**config.mk**
```make
export PLATFORM = sky130hd
export DESIGN_NAME = spi_frame_loader
export DESIGN_NICKNAME = d
export VERILOG_FILES = /design/src/rtl/spi_frame_loader_pkg.sv /design/src/rtl/spi_frame_loader_pixel_packer.sv /design/src/rtl/spi_frame_loader.sv
export SDC_FILE = /design/constraint.sdc
export NUM_CORES = 1
export LEC_CHECK = 0
export ABC_AREA = 1
export BUFFER_PORTS_ARGS = -buffer_cell sky130_fd_sc_hd__buf_2
export CORE_MARGIN = 1.5
export CORE_UTILIZATION = 28
export CTS_CLUSTER_DIAMETER = 120
export CTS_CLUSTER_SIZE = 16
export DETAILED_ROUTE_END_ITERATION = 16
export GPL_TIMING_DRIVEN = 0
export PLACE_DENSITY = 0.52
export SKIP_LAST_GASP = 1
export SYNTH_ARGS = -nofsm -noshare
export SYNTH_HDL_FRONTEND = slang
export SYNTH_HIERARCHICAL = 1
export SYNTH_SLANG_ARGS = --single-unit
```
**constraint.sdc**
```tcl
create_clock -name clk -period 6.5 [get_ports clk]
set_input_delay 1.3 -clock clk [delete_from_list [all_inputs] [get_ports clk]]
set_output_delay 1.3 -clock clk [all_outputs]
set_load 0.005 [all_outputs]
```
**src/rtl/spi_frame_loader_pkg.sv**
```systemverilog
// Shared definitions for the SPI frame loader: loader states, error bit
// positions and the default frame geometry used across the display path.
package spi_frame_loader_pkg;

    localparam int ROWS_DEF            = 8;
    localparam int COLUMNS_DEF         = 32;
    localparam int BYTES_PER_PIXEL_DEF = 3;

    localparam int ERR_SHORT = 0;
    localparam int ERR_OVER  = 1;

    typedef enum logic [1:0] {
        ST_IDLE      = 2'd0,
        ST_LOAD      = 2'd1,
        ST_WAIT_FLIP = 2'd2
    } state_e;

endpackage

```
**src/rtl/spi_frame_loader_pixel_packer.sv**
```systemverilog
// Packs incoming bytes MSB first into one pixel; pixel/pixel_valid are
// combinational so the loader can register the write one cycle after the last byte.
module pixel_packer
    import spi_frame_loader_pkg::*;
#(
    parameter int BYTES_PER_PIXEL = BYTES_PER_PIXEL_DEF,
    parameter int WIDTH           = 8 * BYTES_PER_PIXEL_DEF
) (
    input  logic             clk,
    input  logic             rst,
    input  logic             clear,
    input  logic             byte_valid,
    input  logic [7:0]       byte_data,
    output logic [WIDTH-1:0] pixel,
    output logic             pixel_valid,
    output logic             cnt_zero
);

    localparam int CNT_W = (BYTES_PER_PIXEL > 1) ? $clog2(BYTES_PER_PIXEL) : 1;
    localparam logic [CNT_W-1:0] CNT_LAST = CNT_W'(BYTES_PER_PIXEL - 1);

    logic [CNT_W-1:0] cnt_q, cnt_d;

    always_comb begin
        cnt_d = cnt_q;
        if (clear) begin
            cnt_d = '0;
        end else if (byte_valid) begin
            cnt_d = (cnt_q == CNT_LAST) ? '0 : cnt_q + CNT_W'(1);
        end
    end

    always_ff @(posedge clk) begin
        if (rst) begin
            cnt_q <= '0;
        end else begin
            cnt_q <= cnt_d;
        end
    end

    assign pixel_valid = byte_valid && !clear && (cnt_q == CNT_LAST);
    assign cnt_zero    = (cnt_q == '0);

    // Only the older bytes need storage; the newest byte arrives on byte_data.
    generate
        if (WIDTH > 8) begin : g_shift
            logic [WIDTH-9:0] sh_q, sh_d;

            assign pixel = {sh_q, byte_data};

            always_comb begin
                sh_d = sh_q;
                if (clear) begin
                    sh_d = '0;
                end else if (byte_valid) begin
                    sh_d = pixel[WIDTH-9:0];
                end
            end

            always_ff @(posedge clk) begin
                if (rst) begin
                    sh_q <= '0;
                end else begin
                    sh_q <= sh_d;
                end
            end
        end else begin : g_single
            assign pixel = byte_data;
        end
    endgenerate

endmodule

```
**src/rtl/spi_frame_loader.sv**
```systemverilog
// Loads SPI byte frames into the display back buffer in row-major order and
// toggles the buffer-select level at the first frame_complete after a good frame.
module spi_frame_loader
    import spi_frame_loader_pkg::*;
#(
    parameter int ROWS            = ROWS_DEF,
    parameter int COLUMNS         = COLUMNS_DEF,
    parameter int BYTES_PER_PIXEL = BYTES_PER_PIXEL_DEF,
    parameter int WIDTH           = 8 * BYTES_PER_PIXEL_DEF
) (
    input  logic                       clk,
    input  logic                       rst,
    input  logic [7:0]                 data,
    input  logic                       valid,
    input  logic                       sot,
    input  logic                       eot,
    input  logic                       frame_complete,
    output logic                       wen,
    output logic [$clog2(ROWS)-1:0]    wrow,
    output logic [$clog2(COLUMNS)-1:0] wcol,
    output logic [WIDTH-1:0]           wdata,
    output logic                       flip,
    output logic                       busy,
    output logic [1:0]                 err,
    output logic [1:0]                 dbg_state
);

    localparam int RW = $clog2(ROWS);
    localparam int CW = $clog2(COLUMNS);
    localparam logic [RW-1:0] ROW_LAST = RW'(ROWS - 1);
    localparam logic [CW-1:0] COL_LAST = CW'(COLUMNS - 1);

    state_e           state_q, state_d;
    logic [RW-1:0]    row_q, row_d;
    logic [CW-1:0]    col_q, col_d;
    logic             full_q, full_d;
    logic             wen_q, wen_d;
    logic [RW-1:0]    wrow_q, wrow_d;
    logic [CW-1:0]    wcol_q, wcol_d;
    logic [WIDTH-1:0] wdata_q, wdata_d;
    logic             flip_q, flip_d;
    logic             busy_q, busy_d;
    logic [1:0]       err_q, err_d;

    logic             pk_clear, pk_valid, pk_pixel_valid, pk_cnt_zero;
    logic [WIDTH-1:0] pk_pixel;

    // sot outranks eot and valid, and bytes past the last pixel never reach the packer.
    assign pk_clear = sot && (state_q != ST_WAIT_FLIP);
    assign pk_valid = (state_q == ST_LOAD) && !sot && !eot && valid && !full_q;

    pixel_packer #(
        .BYTES_PER_PIXEL(BYTES_PER_PIXEL),
        .WIDTH          (WIDTH)
    ) u_packer (
        .clk        (clk),
        .rst        (rst),
        .clear      (pk_clear),
        .byte_valid (pk_valid),
        .byte_data  (data),
        .pixel      (pk_pixel),
        .pixel_valid(pk_pixel_valid),
        .cnt_zero   (pk_cnt_zero)
    );

    always_comb begin
        state_d = state_q;
        row_d   = row_q;
        col_d   = col_q;
        full_d  = full_q;
        wen_d   = 1'b0;
        wrow_d  = wrow_q;
        wcol_d  = wcol_q;
        wdata_d = wdata_q;
        flip_d  = flip_q;
        err_d   = err_q;

        unique case (state_q)
            ST_IDLE: begin
                if (sot) begin
                    row_d   = '0;
                    col_d   = '0;
                    full_d  = 1'b0;
                    err_d   = '0;
                    state_d = ST_LOAD;
                end
            end
            ST_LOAD: begin
                if (sot) begin
                    row_d            = '0;
                    col_d            = '0;
                    full_d           = 1'b0;
                    err_d[ERR_SHORT] = 1'b1;
                end else if (eot) begin
                    if (full_q && pk_cnt_zero) begin
                        state_d = ST_WAIT_FLIP;
                    end else begin
                        err_d[ERR_SHORT] = 1'b1;
                        state_d          = ST_IDLE;
                    end
                end else if (valid) begin
                    if (full_q) begin
                        err_d[ERR_OVER] = 1'b1;
                    end else if (pk_pixel_valid) begin
                        wen_d   = 1'b1;
                        wrow_d  = row_q;
                        wcol_d  = col_q;
                        wdata_d = pk_pixel;
                        if (col_q == COL_LAST) begin
                            col_d = '0;
                            // Last pixel marks the frame full instead of wrapping the row.
                            if (row_q == ROW_LAST) begin
                                full_d = 1'b1;
                            end else begin
                                row_d = row_q + RW'(1);
                            end
                        end else begin
                            col_d = col_q + CW'(1);
                        end
                    end
                end
            end
            ST_WAIT_FLIP: begin
                if (sot) begin
                    err_d[ERR_OVER] = 1'b1;
                end
                if (frame_complete) begin
                    flip_d  = ~flip_q;
                    state_d = ST_IDLE;
                end
            end
            default: begin
                state_d = ST_IDLE;
            end
        endcase

        busy_d = (state_d != ST_IDLE);
    end

    always_ff @(posedge clk) begin
        if (rst) begin
            state_q <= ST_IDLE;
            row_q   <= '0;
            col_q   <= '0;
            full_q  <= 1'b0;
            wen_q   <= 1'b0;
            wrow_q  <= '0;
            wcol_q  <= '0;
            wdata_q <= '0;
            flip_q  <= 1'b0;
            busy_q  <= 1'b0;
            err_q   <= '0;
        end else begin
            state_q <= state_d;
            row_q   <= row_d;
            col_q   <= col_d;
            full_q  <= full_d;
            wen_q   <= wen_d;
            wrow_q  <= wrow_d;
            wcol_q  <= wcol_d;
            wdata_q <= wdata_d;
            flip_q  <= flip_d;
            busy_q  <= busy_d;
            err_q   <= err_d;
        end
    end

    assign wen       = wen_q;
    assign wrow      = wrow_q;
    assign wcol      = wcol_q;
    assign wdata     = wdata_q;
    assign flip      = flip_q;
    assign busy      = busy_q;
    assign err       = err_q;
    assign dbg_state = state_q;

endmodule

```
# Yosys cells after proc, flatten, opt, wreduce, memory -nomap -nowiden

Index checks and enable logic that the tools add are counted.

Register bits after elaboration: 66
Logic and storage cells: 114
Input bits: 14
Output and inout port bits: 39

Add/subtract/negate cells: 3
Muxes and demuxes: 45
Bitwise gates (word level): 6
Reductions and logical operators: 26
Equality and inequality tests: 20

Operators by type and width:

| cell                | count |
|---|---|
| $mux 5              | 7 |
| $mux 3              | 8 |
| $ne 3x3->1 const B  | 7 |
| $mux 1              | 17 |
| $mux 2              | 7 |
| $ne 2x2->1 const B  | 7 |
| $reduce_and 6->1    | 2 |
| $pmux 5 s2          | 1 |
| $logic_and 1x1->1   | 8 |
| $reduce_and 4->1    | 2 |
| $reduce_and 8->1    | 1 |
| $reduce_and 7->1    | 1 |
| $not 1->1           | 6 |
| $pmux 2 s3          | 1 |
| $pmux 3 s2          | 1 |
| $reduce_or 6->1     | 1 |
| $add 5x1->5 const B | 1 |
| $eq 5x5->1 const B  | 1 |
| $eq 2x2->1 const B  | 2 |
| $logic_not 1->1     | 4 |
| $logic_not 2->1     | 2 |
| $pmux 1 s2          | 2 |
| $reduce_bool 2->1   | 2 |
| $add 3x1->3 const B | 1 |
| 8 further kinds     | 8 |

# Logic depth before layout (Yosys ltp)

Word-level depth: 13
Gate-level depth with buffers: 15
Gate-level depth less buffers: 13

# Hierarchy

Netlist, hierarchy kept.

Modules (own cells, without submodules):

| module           | area an instance (sq um) | cells an instance | times used | seq. area each (sq um) |
|---|---|---|---|---|
| spi_frame_loader | 2,119.5                  | 293               | 1          | 960.9 |
| pixel_packer     | 824.5                    | 124               | 1          | 360.3 |

# Worst setup path after synthesis

OpenSTA, ideal clock, no wires.

Path kind: in2reg
Start: input eot
End: register wdata_q[0], in the netlist wdata[0]
Data required time: 6.384 ns
Cell stages on the path: 12
Data arrival time: 2.832 ns
Path slack: 3.552 ns
Library setup time: 0.116 ns
Buffers on the path: 2
Cell sequence: inv_1 -> nand2_1 -> nor3_1 -> buf_4 -> nand2_1 -> nor3_1 -> inv_1 -> nor2_2 -> nand4_4 -> clkbuf_2 -> o21ai_0 -> nor2_1

Cells in the longest elaborated chain, start to end: 7
Elaborated cells between the ends (all ways): 8
Those cells by class: bitwise (1); reduce/logical (7)

Ends and longest elaborated chain:

| element                           | RTL line                            | source |
|---|---|---|
| start, declared                   | spi_frame_loader.sv:16              | `input logic eot,` |
| $logic_not 1->1                   | spi_frame_loader.sv:50              | `assign pk_valid = (state_q == ST_LOAD) && !sot && !eot && valid && !full_q;` |
| $logic_and 1x1->1 (3 in a row)    | spi_frame_loader.sv:50              |  |
| net pk_valid                      | spi_frame_loader.sv:45              | `logic pk_clear, pk_valid, pk_pixel_valid, pk_cnt_zero;` |
| $logic_and 1x1->1 (2 in a row)    | spi_frame_loader_pixel_packer.sv:41 | `assign pixel_valid = byte_valid && !clear && (cnt_q == CNT_LAST);` |
| net pk_pixel_valid                | spi_frame_loader.sv:45              |  |
| $reduce_and 6->1 (no source line) | n/a                                 |  |
| end signal, assigned              | spi_frame_loader.sv:161             | `wdata_q <= wdata_d;` |
| end, declared                     | spi_frame_loader.sv:40              | `logic [WIDTH-1:0] wdata_q, wdata_d;` |

The timed path passes the listed nets, and every way through them passes these cells.
A chain may end at the register's enable or synchronous reset.

# Worst setup path after layout

Start: input sot
End: register wdata_q[22], in the netlist wdata[22]

Cells in the longest elaborated chain, start to end: 8
Elaborated cells between the ends (all ways): 11
Those cells by class: bitwise (1); reduce/logical (10)

Ends and longest elaborated chain:

| element                           | RTL line                            | source |
|---|---|---|
| start, declared                   | spi_frame_loader.sv:15              | `input logic sot,` |
| $logic_not 1->1                   | spi_frame_loader.sv:50              |  |
| $logic_and 1x1->1 (4 in a row)    | spi_frame_loader.sv:50              |  |
| net pk_valid                      | spi_frame_loader.sv:45              |  |
| $logic_and 1x1->1 (2 in a row)    | spi_frame_loader_pixel_packer.sv:41 |  |
| net pk_pixel_valid                | spi_frame_loader.sv:45              |  |
| $reduce_and 6->1 (no source line) | n/a                                 |  |

The timed path passes the listed nets, and every way through them passes these cells.

==> metrics.txt <==
Hold Worst Slack=453 ps; register area=1320 um2; startpoint of the tightest hold check path=err[0]; GRT Residual Overflow=0; average footprint of a synthesized cell=7.06 um2; Synth cell types=24; Remaining DRCs=0; 1st-iter DRT viols=61; min setup slack post-route=3200 ps; Clock Latency Late Sink=350 ps; number of clock sinks=66; launch point of the worst reg-to-reg path=dbg_state[1]; class of the tightest hold or removal check=flop to flop; remaining number of nets flagged by the antenna check after routing=0; Max Clock Skew=9.74 ps; count of boundary I/O pins=53; pre-CTS WS=2870 ps; fraction of power spent switching nets=27.0%; setup_tns=0 ps; Detailed Route WL=6810 um; status=finished, final reports clean; number of failing setup endpoints in the final timing report=0; critical path fanouts, max=10; number of global-route vias before repair=2,553; TritonCTS clock tree=done; synthesized net count=439; number of maximum-capacitance violations=0; Hold Vio Cnt, Final=0; clock network fraction of design power=40.8%; Via-to-Cell Ratio=4.31; cell count after placement=605; number of standard cells in the layout, taps in and fillers out=621; synthesized instance count=417; worst endpoint required time=6740 ps; Die X-Extent=106 um; Yosys warning count=6; post-synth design cell area=2940 um2; router iterations before antenna repair=4; final weighted congestion in routability-driven placement=0.818; Finished Core Util=34.8%; deepest level of the CTS H-tree=3; postcts setup bufs=0; number of antenna violations at the first check in global routing=0; count of port buffers added during placement=52; share of cells above drive strength 1=20.8%; Hold Path End=err[0]; top area cells in the synthesized netlist=sky130_fd_sc_hd__dfxtp_1, sky130_fd_sc_hd__nor2_1, sky130_fd_sc_hd__nand2_1; max-slew violation total from the final report=0; DR vias=2,679; combinational cell fraction of total power=10.2%; count of hold buffers inserted by post-cts repair=0; top library cells by usage in the layout, fill and taps aside=sky130_fd_sc_hd__nor2_1, sky130_fd_sc_hd__nand2_1, sky130_fd_sc_hd__dfxtp_1; area inside the core boundary=10,300 um2; wire length of the first global-routing pass=11,500 um; Leakage=1.61 nW; worst rel slew slack=64.9%; fill cell count=1,160; Placement Rows=37; cell taking the most area after synthesis=sky130_fd_sc_hd__dfxtp_1; area of the die=11,100 um2; library cell used as clock root buffer=sky130_fd_sc_hd__clkbuf_8; RSZ-0062 raised after global routing=no; Worst setup SP type=input pin; Flop pwr share=49.0%; Cell Int Power=628 uW; R2R Path End=wdata[22]; worst hold path depth=2; Peak supply drop=0.109 mV; timing-limited maximum frequency=0.303 GHz; Ant. Diodes=0; cell area after placement=3370 um2; maximum clock path buffer count=2; CTS buffer count=9; routed wirelength normalized by instance count=11.0 um; arrival time of the worst setup path=3540 ps; combined global-route utilization of all metal layers=13.4%; share of the synthesized area in the top cell type=44.9%; Worst Setup End Kind=flop; most frequent standard cell in the layout excluding fill and tap cells=sky130_fd_sc_hd__nor2_1; sequential fraction of the synthesis area=44.9%; count of nets after finishing=502; relative area change from synthesis to final layout=21.5%; clock slew at the register clock pins of the worst setup and hold paths=80 ps; Overall Power=861 uW; Worst R2R Path Depth=14; slew at the pin with the worst max-slew slack=526 ps; area of the multi-input gates=1290 um2; register-to-register setup slack=3690 ps; fin area=3580 um2; Final min period=3300 ps; power per cell area=241 nW/um2; initial core utilization=28.6%; share of the clock period used by the worst path=50.8%; vertical die dimension=106 um; flop and latch count out of synthesis=66; critical setup path kind=input pin to flop; largest net degree at the start of global routing=14; post-cts sizing count=0; Post-DP HPWL=5170 um; switching component of the power=233 uW
-- power by group through the flow --
stage / Clock (mW) / Sequential [mW] / Combinational, mW
6_report: 0.352 / 0.421 / 0.0879
5_1_grt: 0.387 / 0.423 / 0.102
4_1_cts: 0.364 / 0.422 / 0.0893
3_5_place_dp: 0 / 0.431 / 0.0888
3_3_place_gp: 0 / 0.431 / 0.0880
2_1_floorplan: 0 / 0.429 / 0.0630
-- Yosys cell counts (all sizes together) --
master	instances
dfxtp	66
nor2	128
a21oi	8
o21ai	41
inv	41
nand4	3
xor2	1
or2	1
nand3b	1
nand2	83
a31oi	1
nand3	8
clkbuf	6
nor3	3
ha	8
buf	18
-- logic make-up after synthesis --
logic type	after synthesis	synth area share, %
AO/OA/AOI/OAI	50	8.54
adder cells (fa/ha/maj)	8	3.40
flip-flops	66	44.9
AND/OR/NAND/NOR	227	31.5
buffers and inverters	65	11.4
XOR/XNOR	1	0.298
-- state kept, by name, summed over array words and instances (netlist names) --
| name | cells |
|---|---|
| row_q | 3 |
| u_packer/cnt_q | 2 |
| err | 2 |
| dbg_state | 2 |
| full_q | 1 |
| wdata | 24 |
| flip | 1 |
| wrow | 3 |
| col_q | 5 |
| u_packer/g_shift.sh_q | 16 |
| wcol | 5 |
| busy | 1 |
| wen | 1 |
-- layer usage --
| metal | part of all wire [%] | vias up | track usage, % | wire, um |
|---|---|---|---|---|
| met2 | 49 | 60 | 23.8 | 3330 |
| met3 | 5.2 | 7 | 4.82 | 352 |
| met4 | 1.1 | 0 | 3.76 | 78 |
| li1 | - | 1405 | - | - |
| met5 | 0 | - | 0 | 0 |
| met1 | 45 | 1207 | 15.0 | 3040 |
-- cell type report --
class	instances	share of cell area [%]
multi-input cells	286	36.0
repair buffers	52	7.28
clock inverters	7	2.17
plain buffers	24	5.07
flip-flops and latches	66	36.9
well taps	136	4.76
inverters	41	4.30
clock buffers	9	3.46
-- worst max-delay path, cell delays in order --
cell and delay (ps):
sky130_fd_sc_hd__buf_2 140, sky130_fd_sc_hd__inv_2 150, sky130_fd_sc_hd__nand2_1 140, sky130_fd_sc_hd__nor3_1 200
sky130_fd_sc_hd__buf_4 210, sky130_fd_sc_hd__nand2_1 80, sky130_fd_sc_hd__nor3_1 310, sky130_fd_sc_hd__inv_1 100
sky130_fd_sc_hd__nor2_2 190, sky130_fd_sc_hd__nand4_4 220, sky130_fd_sc_hd__clkbuf_2 230, sky130_fd_sc_hd__o21ai_0 220
sky130_fd_sc_hd__nor2_1 60
-- how the worst max path moves through the flow --
stage | to | slack [ps] | from | cells after the start
2_1_floorplan | wdata[0] | 3550 | eot | 12
3_3_place_gp | wcol[2] | 2900 | sot | 13
3_5_place_dp | wcol[2] | 2870 | sot | 13
4_1_cts | wcol[2] | 3230 | sot | 13
5_1_grt | wcol[2] | 3000 | sot | 13
6_report | wdata[22] | 3200 | sot | 13
(Power assumes the default switching activity.)
